===== src/rtl/pchri03_stream_matcher.sv =====
// Byte-serial, command-driven shift-and (bitap) stream matcher with a small register file.
// Define MATCH_COUNT_EN to build the saturating match counter at register 0x03.
module pchri03_stream_matcher #(
  parameter logic [63:0] ID_STRING = 64'h7063687269303300
) (
  input  logic       clk,
  input  logic       rst,
  input  logic       ena,
  input  logic [7:0] ui_in,
  input  logic [7:0] uio_in,
  output logic [7:0] uo_out,
  output logic [7:0] uio_out,
  output logic [7:0] uio_oe
);

  localparam logic [7:0] CMD_WRITE   = 8'h02;
  localparam logic [7:0] CMD_READ    = 8'h03;
  localparam logic [7:0] CMD_ENABLE  = 8'h81;
  localparam logic [7:0] CMD_STREAM  = 8'h82;
  localparam logic [7:0] CMD_DISABLE = 8'h83;

  typedef enum logic [2:0] {
    IDLE,
    W_ADDR,
    W_DATA,
    R_ADDR,
    S_DATA
  } state_e;

  state_e     state_q, state_d;
  logic [7:0] addr_q, addr_d;
  logic [7:0] uo_q, uo_d;
  logic [7:0] word_size_q, word_size_d;
  logic [7:0] result_mask_q, result_mask_d;
  logic [7:0] char_q [8];
  logic [7:0] char_d [8];
  logic [7:0] mask_q [8];
  logic [7:0] mask_d [8];
  logic [7:0] shift_q, shift_d;
  logic       match_q, match_d;
  logic       enabled_q, enabled_d;
`ifdef MATCH_COUNT_EN
  logic [7:0] count_q, count_d;
`endif

  logic       cs_n;
  logic [3:0] word_size_eff;
  logic [7:0] hit_mask;
  logic [7:0] shift_next;
  logic [7:0] rd_data;
  logic       unused_bits;

  assign cs_n          = uio_in[0];
  assign word_size_eff = (word_size_q > 8'd8) ? 4'd8 : word_size_q[3:0];
  assign unused_bits   = ^{uio_in[7:1], shift_q[7]};

  // Every pattern position that is active and expects the current byte contributes its mask.
  always_comb begin
    hit_mask = '0;
    for (int i = 0; i < 8; i++) begin
      if ((4'(i) < word_size_eff) && (char_q[i] == ui_in)) begin
        hit_mask = hit_mask | mask_q[i];
      end
    end
  end

  assign shift_next = {shift_q[6:0], 1'b1} & hit_mask;

  // Readback mux is addressed by the byte arriving in R_ADDR, so it decodes ui_in directly.
  always_comb begin
    rd_data = 8'h00;
    casez (ui_in)
      8'h00:        rd_data = word_size_q;
      8'h01:        rd_data = result_mask_q;
      8'h02:        rd_data = {6'b0, match_q, enabled_q};
`ifdef MATCH_COUNT_EN
      8'h03:        rd_data = count_q;
`endif
      8'b0000_1???: rd_data = char_q[ui_in[2:0]];
      8'b0001_0???: rd_data = ID_STRING[(7 - int'(ui_in[2:0])) * 8 +: 8];
      default:      rd_data = 8'h00;
    endcase
  end

  // NOTE: every variable gets its hold value first so no path through the case leaves it unassigned, which would infer a latch.
  always_comb begin
    state_d       = state_q;
    addr_d        = addr_q;
    uo_d          = uo_q;
    word_size_d   = word_size_q;
    result_mask_d = result_mask_q;
    char_d        = char_q;
    mask_d        = mask_q;
    shift_d       = shift_q;
    match_d       = match_q;
    enabled_d     = enabled_q;
`ifdef MATCH_COUNT_EN
    count_d       = count_q;
`endif

    if (ena) begin
      if (cs_n) begin
        state_d = IDLE;
      end else begin
        case (state_q)
          IDLE: begin
            case (ui_in)
              CMD_WRITE:  state_d = W_ADDR;
              CMD_READ:   state_d = R_ADDR;
              CMD_STREAM: state_d = S_DATA;
              CMD_ENABLE: begin
                enabled_d = 1'b1;
                shift_d   = '0;
                match_d   = 1'b0;
`ifdef MATCH_COUNT_EN
                count_d   = '0;
`endif
              end
              CMD_DISABLE: enabled_d = 1'b0;
              default: ;
            endcase
          end
          W_ADDR: begin
            addr_d  = ui_in;
            state_d = W_DATA;
          end
          W_DATA: begin
            state_d = IDLE;
            casez (addr_q)
              8'h00:        word_size_d = ui_in;
              8'h01:        result_mask_d = ui_in;
`ifdef MATCH_COUNT_EN
              8'h03:        count_d = '0;
`endif
              8'b0000_1???: char_d[addr_q[2:0]] = ui_in;
              8'b0001_0???: mask_d[addr_q[2:0]] = ui_in;
              default: ;
            endcase
          end
          R_ADDR: begin
            uo_d    = rd_data;
            state_d = IDLE;
          end
          S_DATA: begin
            state_d = IDLE;
            if (enabled_q) begin
              shift_d = shift_next;
              match_d = |(shift_next & result_mask_q);
`ifdef MATCH_COUNT_EN
              if (|(shift_next & result_mask_q) && (count_q != 8'hFF)) begin
                count_d = count_q + 8'd1;
              end
`endif
            end
          end
          default: state_d = IDLE;
        endcase
      end
    end
  end

  // NOTE: sequential state uses non-blocking assignments so every flop samples the pre-edge values.
  always_ff @(posedge clk) begin
    if (rst) begin
      state_q       <= IDLE;
      addr_q        <= '0;
      uo_q          <= '0;
      word_size_q   <= '0;
      result_mask_q <= '0;
      // NOTE: the pattern tables are small flop arrays, not RAM, and power up cleared so a stray ENABLE cannot match garbage.
      char_q        <= '{default: '0};
      mask_q        <= '{default: '0};
      shift_q       <= '0;
      match_q       <= 1'b0;
      enabled_q     <= 1'b0;
`ifdef MATCH_COUNT_EN
      count_q       <= '0;
`endif
    end else begin
      state_q       <= state_d;
      addr_q        <= addr_d;
      uo_q          <= uo_d;
      word_size_q   <= word_size_d;
      result_mask_q <= result_mask_d;
      char_q        <= char_d;
      mask_q        <= mask_d;
      shift_q       <= shift_d;
      match_q       <= match_d;
      enabled_q     <= enabled_d;
`ifdef MATCH_COUNT_EN
      count_q       <= count_d;
`endif
    end
  end

  assign uo_out  = uo_q;
  assign uio_out = {5'b0, enabled_q, match_q, 1'b0};
  assign uio_oe  = 8'b0000_0110;

endmodule


===== config.mk =====
export PLATFORM = sky130hd
export DESIGN_NAME = pchri03_stream_matcher
export DESIGN_NICKNAME = d
export VERILOG_FILES = /design/src/rtl/pchri03_stream_matcher.sv
export SDC_FILE = /design/constraint.sdc
export NUM_CORES = 1
export LEC_CHECK = 0
export ABC_AREA = 1
export CAP_MARGIN = 20
export CORE_UTILIZATION = 55
export DETAILED_ROUTE_END_ITERATION = 10
export GPL_TIMING_DRIVEN = 1
export PLACE_DENSITY = 0.81
export SYNTH_ARGS = -nofsm -noshare
export SYNTH_HDL_FRONTEND = slang
export SYNTH_SLANG_ARGS = --single-unit

===== constraint.sdc =====
create_clock -name clk -period 6.93 [get_ports clk]
set_clock_uncertainty 0.15 [all_clocks]
set_input_delay 1.386 -clock clk [delete_from_list [all_inputs] [get_ports clk]]
set_output_delay 1.386 -clock clk [all_outputs]
set_load 0.05 [all_outputs]

==> metrics.cfg, run 1 <==
[routing]
dr.pass1.iters = 6
routed_wl_um = 24300
drt-wirelength-per-cell_um = 16.0
route.met2.wl_um = 11000
maxUsedRoutingLayer = met4
remaining_drc_errors = 0
ant_nets = 0
via_per_inst = 5.62
detail_route.wirelength.met1_um = 10800
drt-initial-drc-count = 986
vias = 8535
routed-wl-met3_um = 1770

[sta]
finalMaxSlewViolations = 0
finalCriticalPeriod_ns = 4.36
setup_viol = 0
hold_viol_final = 0
rsz0062_at_grt = false
worstMarginPinSlew_ns = 0.971
setup_tns_ns = 0
fin_crit_sh_pct = 63.0
slew_headroom_pct = 35.1
max_freq_mhz = 229

[cts]
post_cts_buffers = 0
clk_latency_ns = 0.43
h-tree-depth = 4
clk_pin_slew_ns = 0.06
ctsResizeCount = 0
cts-root-buf = clkbuf_16
cts_buffers = 17
cts_hold_buffers = 0
tritoncts = yes
clock_sinks = 172
cts_buffer_depth = 2

[cells_and_area]
fin_nets = 1318
syn2layout_area_growth_pct = 6.97
final_cells = 1519
layout_commonest_cell = nand2_1
drive_above_1_share_pct = 4.45
diodes = 0
final_cell_mix = nand2_1 (233), o21ai_0 (193), a21oi_1 (189)

[critical_path]
r2r-start = word_size_q[3]
crit_arrival_ns = 4.56
start_kind = input pin
cpPeakStageDelay_ns = 0.58
crit_type = in -> reg
crit_slowest_cell = nor2_1
crit_chain = clkdlybuf4s50_1 > buf_4 > inv_2 > nand2_1 > nand2_1 > inv_1 > nand2_1 > nor2_1 > nand3_1 > o21ai_1 > nor2_1 > nand2_1 > nand3_1 > nand2_1 > nor2_1 > nand2_1 > nand2_1 > a21oi_1
rrSetupSlack_ns = 4.26
path_common_cell = nand2_1
critPathLaunch = ui_in[1]
end_kind = register
worstPathRequired_ns = 7.13
rr_worst_depth = 14
critPathMaxFanout = 44
r2r-end = match_q

[job]
maxCapViolCount = 0

[die]
core_sq_mm = 0.0159
start_util_pct = 56.4
die_area_sq_mm = 0.0168
die_width_um = 130
io_pins = 43
die_y_um = 130
rows = 46

[placement]
dp.cells = 1492
place.gp.congestion = 0.873
portBuffers = 21
dp_hpwl_um = 16000

[logic_synthesis]
syn_area_per_cell_sq_um = 6.76
yosysSeqAreaShare_pct = 38.4
ys_seq_elements = 172
ys_warn_count = 0
synth_cells = 1324
synth_cell_type_count = 36
syn_area_sq_mm = 0.00896

[min_path]
hold_path_class = reg -> reg
holdCritStartpoint = mask_q[33]
min_path_cells = 2
min_to = mask_q[33]

[global_route]
grt_pass1_vias = 7598
grt_max_degree = 81
antenna_found_initial = 0
grtUsageTotal_pct = 29.6
grt_pass1_wl_um = 38300
grt_overflow = 0

[power]
power.internal_mw = 1.58
seqPwrFrac_pct = 47.4
combinationalPowerShare_pct = 9.4
leakagePower_nw = 3.55
pwr-share-clk_pct = 43.2
netSwitchingFraction_pct = 24.9
p_switching_mw = 0.525
peakVddDrop_v = 0.000179
power.density_mw_per_mm2 = 220

[outcome]
status = complete, no violations

==> power groups by stage <==
stage / sequential (mW) / combinational, mW / clock (mW)
floorplan: 1.02 / 0.151 / 0
global route: 0.999 / 0.213 / 0.949
global placement: 1.02 / 0.189 / 0
finish: 0.999 / 0.197 / 0.909
detailed placement: 1.02 / 0.192 / 0
CTS: 0.999 / 0.193 / 0.908
==> state kept, by name, summed over array words and instances (netlist names) <==
register and cells:
shift_q 7, uo_out 8, char_q 64, match_q 1, addr_q 8, enabled_q 1, result_mask_q 8, mask_q 64
word_size_q 8, state_q 3
==> routing by layer <==
layer	vias up	GRT usage (%)
li1	4282	-
met1	3884	39.4
met2	313	47.1
met3	56	5.16
met4	0	13.1
met5	-	0
==> synthesized netlist by cell type (all sizes together) <==
cell     instances  share of area (%)
inv            165                6.9
nand2          233                9.8
dfxtp          172                 38
buf             50                4.0
nor3            18                1.1
or2              2               0.14
a31oi            1              0.070
xor2             3               0.29
nor2            94                4.5
conb             2              0.084
nor4b            1               0.27
a2111oi          2               0.20
xnor2           18                1.8
a221oi           4               0.39
ha               4               0.56
nor4             1               0.24
o21ai          194                 11
o21bai           1              0.084
and2             1              0.070
clkbuf          41                1.7
a32o             1               0.11
a211oi          11               0.92
nand4           29                2.0
a41oi            3               0.29
o211ai           2               0.17
a21oi          189                 11
clkinv           2              0.084
nand3           80                4.5
==> through the flow <==
stage          total power [mW]  setup WS (ns)  hold WS [ns]  instance area [sq um]  utilization (%)
2_1_floorplan              1.17           3.45         0.274                   9000                -
3_3_place_gp               1.21           2.20         0.282                   9040             56.9
3_5_place_dp               1.21           2.15         0.286                   9040             56.9
4_1_cts                    2.10           2.61         0.296                   9580             60.3
5_1_grt                    2.16           2.30         0.306                   9580             60.3
6_report                   2.11           2.57         0.295                   9580             60.3
==> layout make-up <==
| class | count | area, sq um |
|---|---|---|
| clock buffers | 24 | 472 |
| multi-input cells | 906 | 4420 |
| flip-flops and latches | 172 | 3440 |
| fillers | 1508 | 6300 |
| well taps | 216 | 270 |
| repair buffers | 31 | 280 |
| clock inverters | 3 | 65.1 |
| inverters | 167 | 628 |
==> worst max path at each step <==
| stage | end | slack, ns | cells after the start |
|---|---|---|---|
| 2_1_floorplan | state_q[2] | 3.45 | 11 |
| 3_3_place_gp | match_q | 2.20 | 17 |
| 3_5_place_dp | match_q | 2.15 | 17 |
| 4_1_cts | match_q | 2.61 | 17 |
| 5_1_grt | match_q | 2.30 | 15 |
| 6_report | match_q | 2.57 | 18 |
==> cell families after synthesis <==
logic type	after synthesis	share of synthesized area, %
AOI/OAI and AO/OA	408	23.6
xor gates and xnor gates	21	2.05
adders and majority gates	4	0.559
buffers and inverters	258	12.7
DFF	172	38.4
other	2	0.0839
and+or+nand+nor	459	22.5
==> worst max-delay path: cells and delay by family <==
family                 cells  cell delay (ns)
and+or+nand+nor           12             1.42
buffers and inverters      4             1.38
AOI/OAI and AO/OA          2             0.34
Note: power is estimated with default switching activity, not from simulation.
==> run 2, diff against run 1 <==
PLACE_DENSITY = 0.84   (was 0.81)
clock period = 3.9 ns   (was 6.93 ns; I/O delays follow)
==> metrics.cfg, run 2 (synthesized netlist as in run 1, its figures left out) <==
[power]
peakVddDrop_v = 0.000404
power_mw = 3.89
power.density_mw_per_mm2 = 397
leakagePower_nw = 3.65

[cells_and_area]
multi_input_area_sq_mm = 0.00442
layout_commonest_cell = nand2_1
diodes = 0
drive_above_1_share_pct = 6.06
reg.largest.list = char_q x64, mask_q x64
final_cell_mix = nand2_1 (233), o21ai_0 (193), a21oi_1 (189)
syn2layout_area_growth_pct = 9.47
regArea_sq_mm = 0.00344
fin_nets = 1330
num-fill-cells = 1446

[critical_path]
end_kind = register
crit_end = match_q
crit_family = simple AND/OR/NAND/NOR gates
worstPathRequired_ns = 4.11
path_depth = 17
rrSetupSlack_ns = 1.30
cp_num_buf_inv = 3
crit_slowest_cell = clkdlybuf4s50_1
critPathLaunch = ui_in[0]
start_kind = input pin
path_common_cell = nand2_1
r2r-end = match_q
r2r-start = word_size_q[3]
crit_type = in -> reg
cpPeakStageDelay_ns = 0.48
rr_worst_depth = 14
crit_chain = clkdlybuf4s50_1 > inv_2 > buf_4 > nand2_1 > nand2_1 > nand2_1 > nor2_2 > nand4_1 > nand3_1 > nor2_1 > nand2_1 > nand3_1 > nand2_1 > nor2_1 > nand2_1 > nand2_1 > a21oi_1
crit_arrival_ns = 3.35
critPathMaxFanout = 19

[routing]
drt-initial-drc-count = 962
dr.pass1.iters = 6
ant_nets = 0
vias = 8675
remaining_drc_errors = 0
drt-wirelength-per-cell_um = 16.0
routed_wl_um = 24600
via_per_inst = 5.65

[global_route]
met2_usage_pct = 47.4
antenna_found_initial = 0
grt_most_used_layer = met2
grt_max_degree = 102
grt_pass1_vias = 7712
grt_overflow = 0
met1_usage_pct = 39.9
grt_pass1_wl_um = 39100
grt_use_met3_pct = 5.86
grtUsageTotal_pct = 30.2

[cts]
h-tree-depth = 4
clock_sinks = 172
clk_pin_slew_ns = 0.06
cts-root-buf = clkbuf_16
ctsResizeCount = 0
cts_buffers = 17
cts_buffer_depth = 2
tritoncts = yes
cts_hold_buffers = 0
clk_latency_ns = 0.43
post_cts_buffers = 0

[job]
maxCapViolCount = 0

[placement]
place.gp.congestion = 0.917
post-place-ws_ns = 0.369
portBuffers = 21
dp_hpwl_um = 16800

[sta]
rsz0062_at_grt = false
finalCriticalPeriod_ns = 3.14
finalMaxSlewViolations = 0
max_freq_mhz = 318
slew_headroom_pct = 45.4
setup_viol = 0
fin_crit_sh_pct = 80.6
hold_viol_final = 0
setup_tns_ns = 0
worstMarginPinSlew_ns = 0.813
setup_ws_ns = 0.757

[die]
die_width_um = 130
die_area_sq_mm = 0.0168
rows = 46
start_util_pct = 56.4
die_y_um = 130
io_pins = 43
core_sq_mm = 0.0159

[outcome]
status = complete, no violations

[min_path]
hold_path_class = reg -> reg

[run 2: worst reg2reg max path, cell delays in order, from the launching register on]
cell and delay [ns]:
dfxtp_1 0.33, nor2_1 0.16, inv_1 0.06, nor2_1 0.34, nand3_1 0.42, nand4_1 0.27
nand2_1 0.08, nor2_1 0.16, nand2_1 0.10, nand3_1 0.08, nand2_1 0.05, nor2_1 0.11
nand2_1 0.06, nand2_1 0.06, a21oi_1 0.06
[run 2: final cells by class]
| cell class | instances | area share, % |
|---|---|---|
| clock buffers | 18 | 4.48 |
| clock inverters | 14 | 1.72 |
| inverters | 167 | 6.41 |
| multi-input cells | 906 | 45.1 |
| flip-flops and latches | 172 | 35.1 |
| well taps | 216 | 2.76 |
| repair buffers | 43 | 4.42 |
[run 2: metal layers]
metal	wire length, um	vias up
li1	-	4320
met1	10200	3848
met2	11000	437
met3	2290	70
met4	998	0
met5	0	-
[run 2: report_power, final]
part           total [mW]  switching [mW]  leakage [nW]  internal (mW)
clock                1.75           0.725         0.284           1.02
combinational       0.367           0.268          1.98         0.0990
sequential           1.77         0.00962          1.39           1.76
total                3.89            1.00          3.65           2.89
[run 2: how the worst min path moves through the flow]
| stage | startpoint | end | slack, ns | depth (start not counted) |
|---|---|---|---|---|
| finish | mask_q[47] | mask_q[47] | 0.30 | 2 |
| global route | mask_q[40] | mask_q[40] | 0.31 | 2 |
| CTS | mask_q[25] | mask_q[25] | 0.30 | 2 |
| detailed placement | mask_q[25] | mask_q[25] | 0.29 | 2 |
| global placement | mask_q[20] | mask_q[20] | 0.28 | 2 |
| floorplan | mask_q[25] | mask_q[25] | 0.27 | 2 |
[run 2: per-stage QoR]
step | cells | hold WS [ns] | instance area (sq um) | utilization (%)
6_report | 1536 | 0.296 | 9800 | 61.7
5_1_grt | 1536 | 0.311 | 9800 | 61.7
4_1_cts | 1536 | 0.295 | 9800 | 61.7
3_5_place_dp | 1504 | 0.285 | 9200 | 57.9
3_3_place_gp | 1504 | 0.281 | 9200 | 57.9
2_1_floorplan | 1336 | 0.274 | 9000 | -
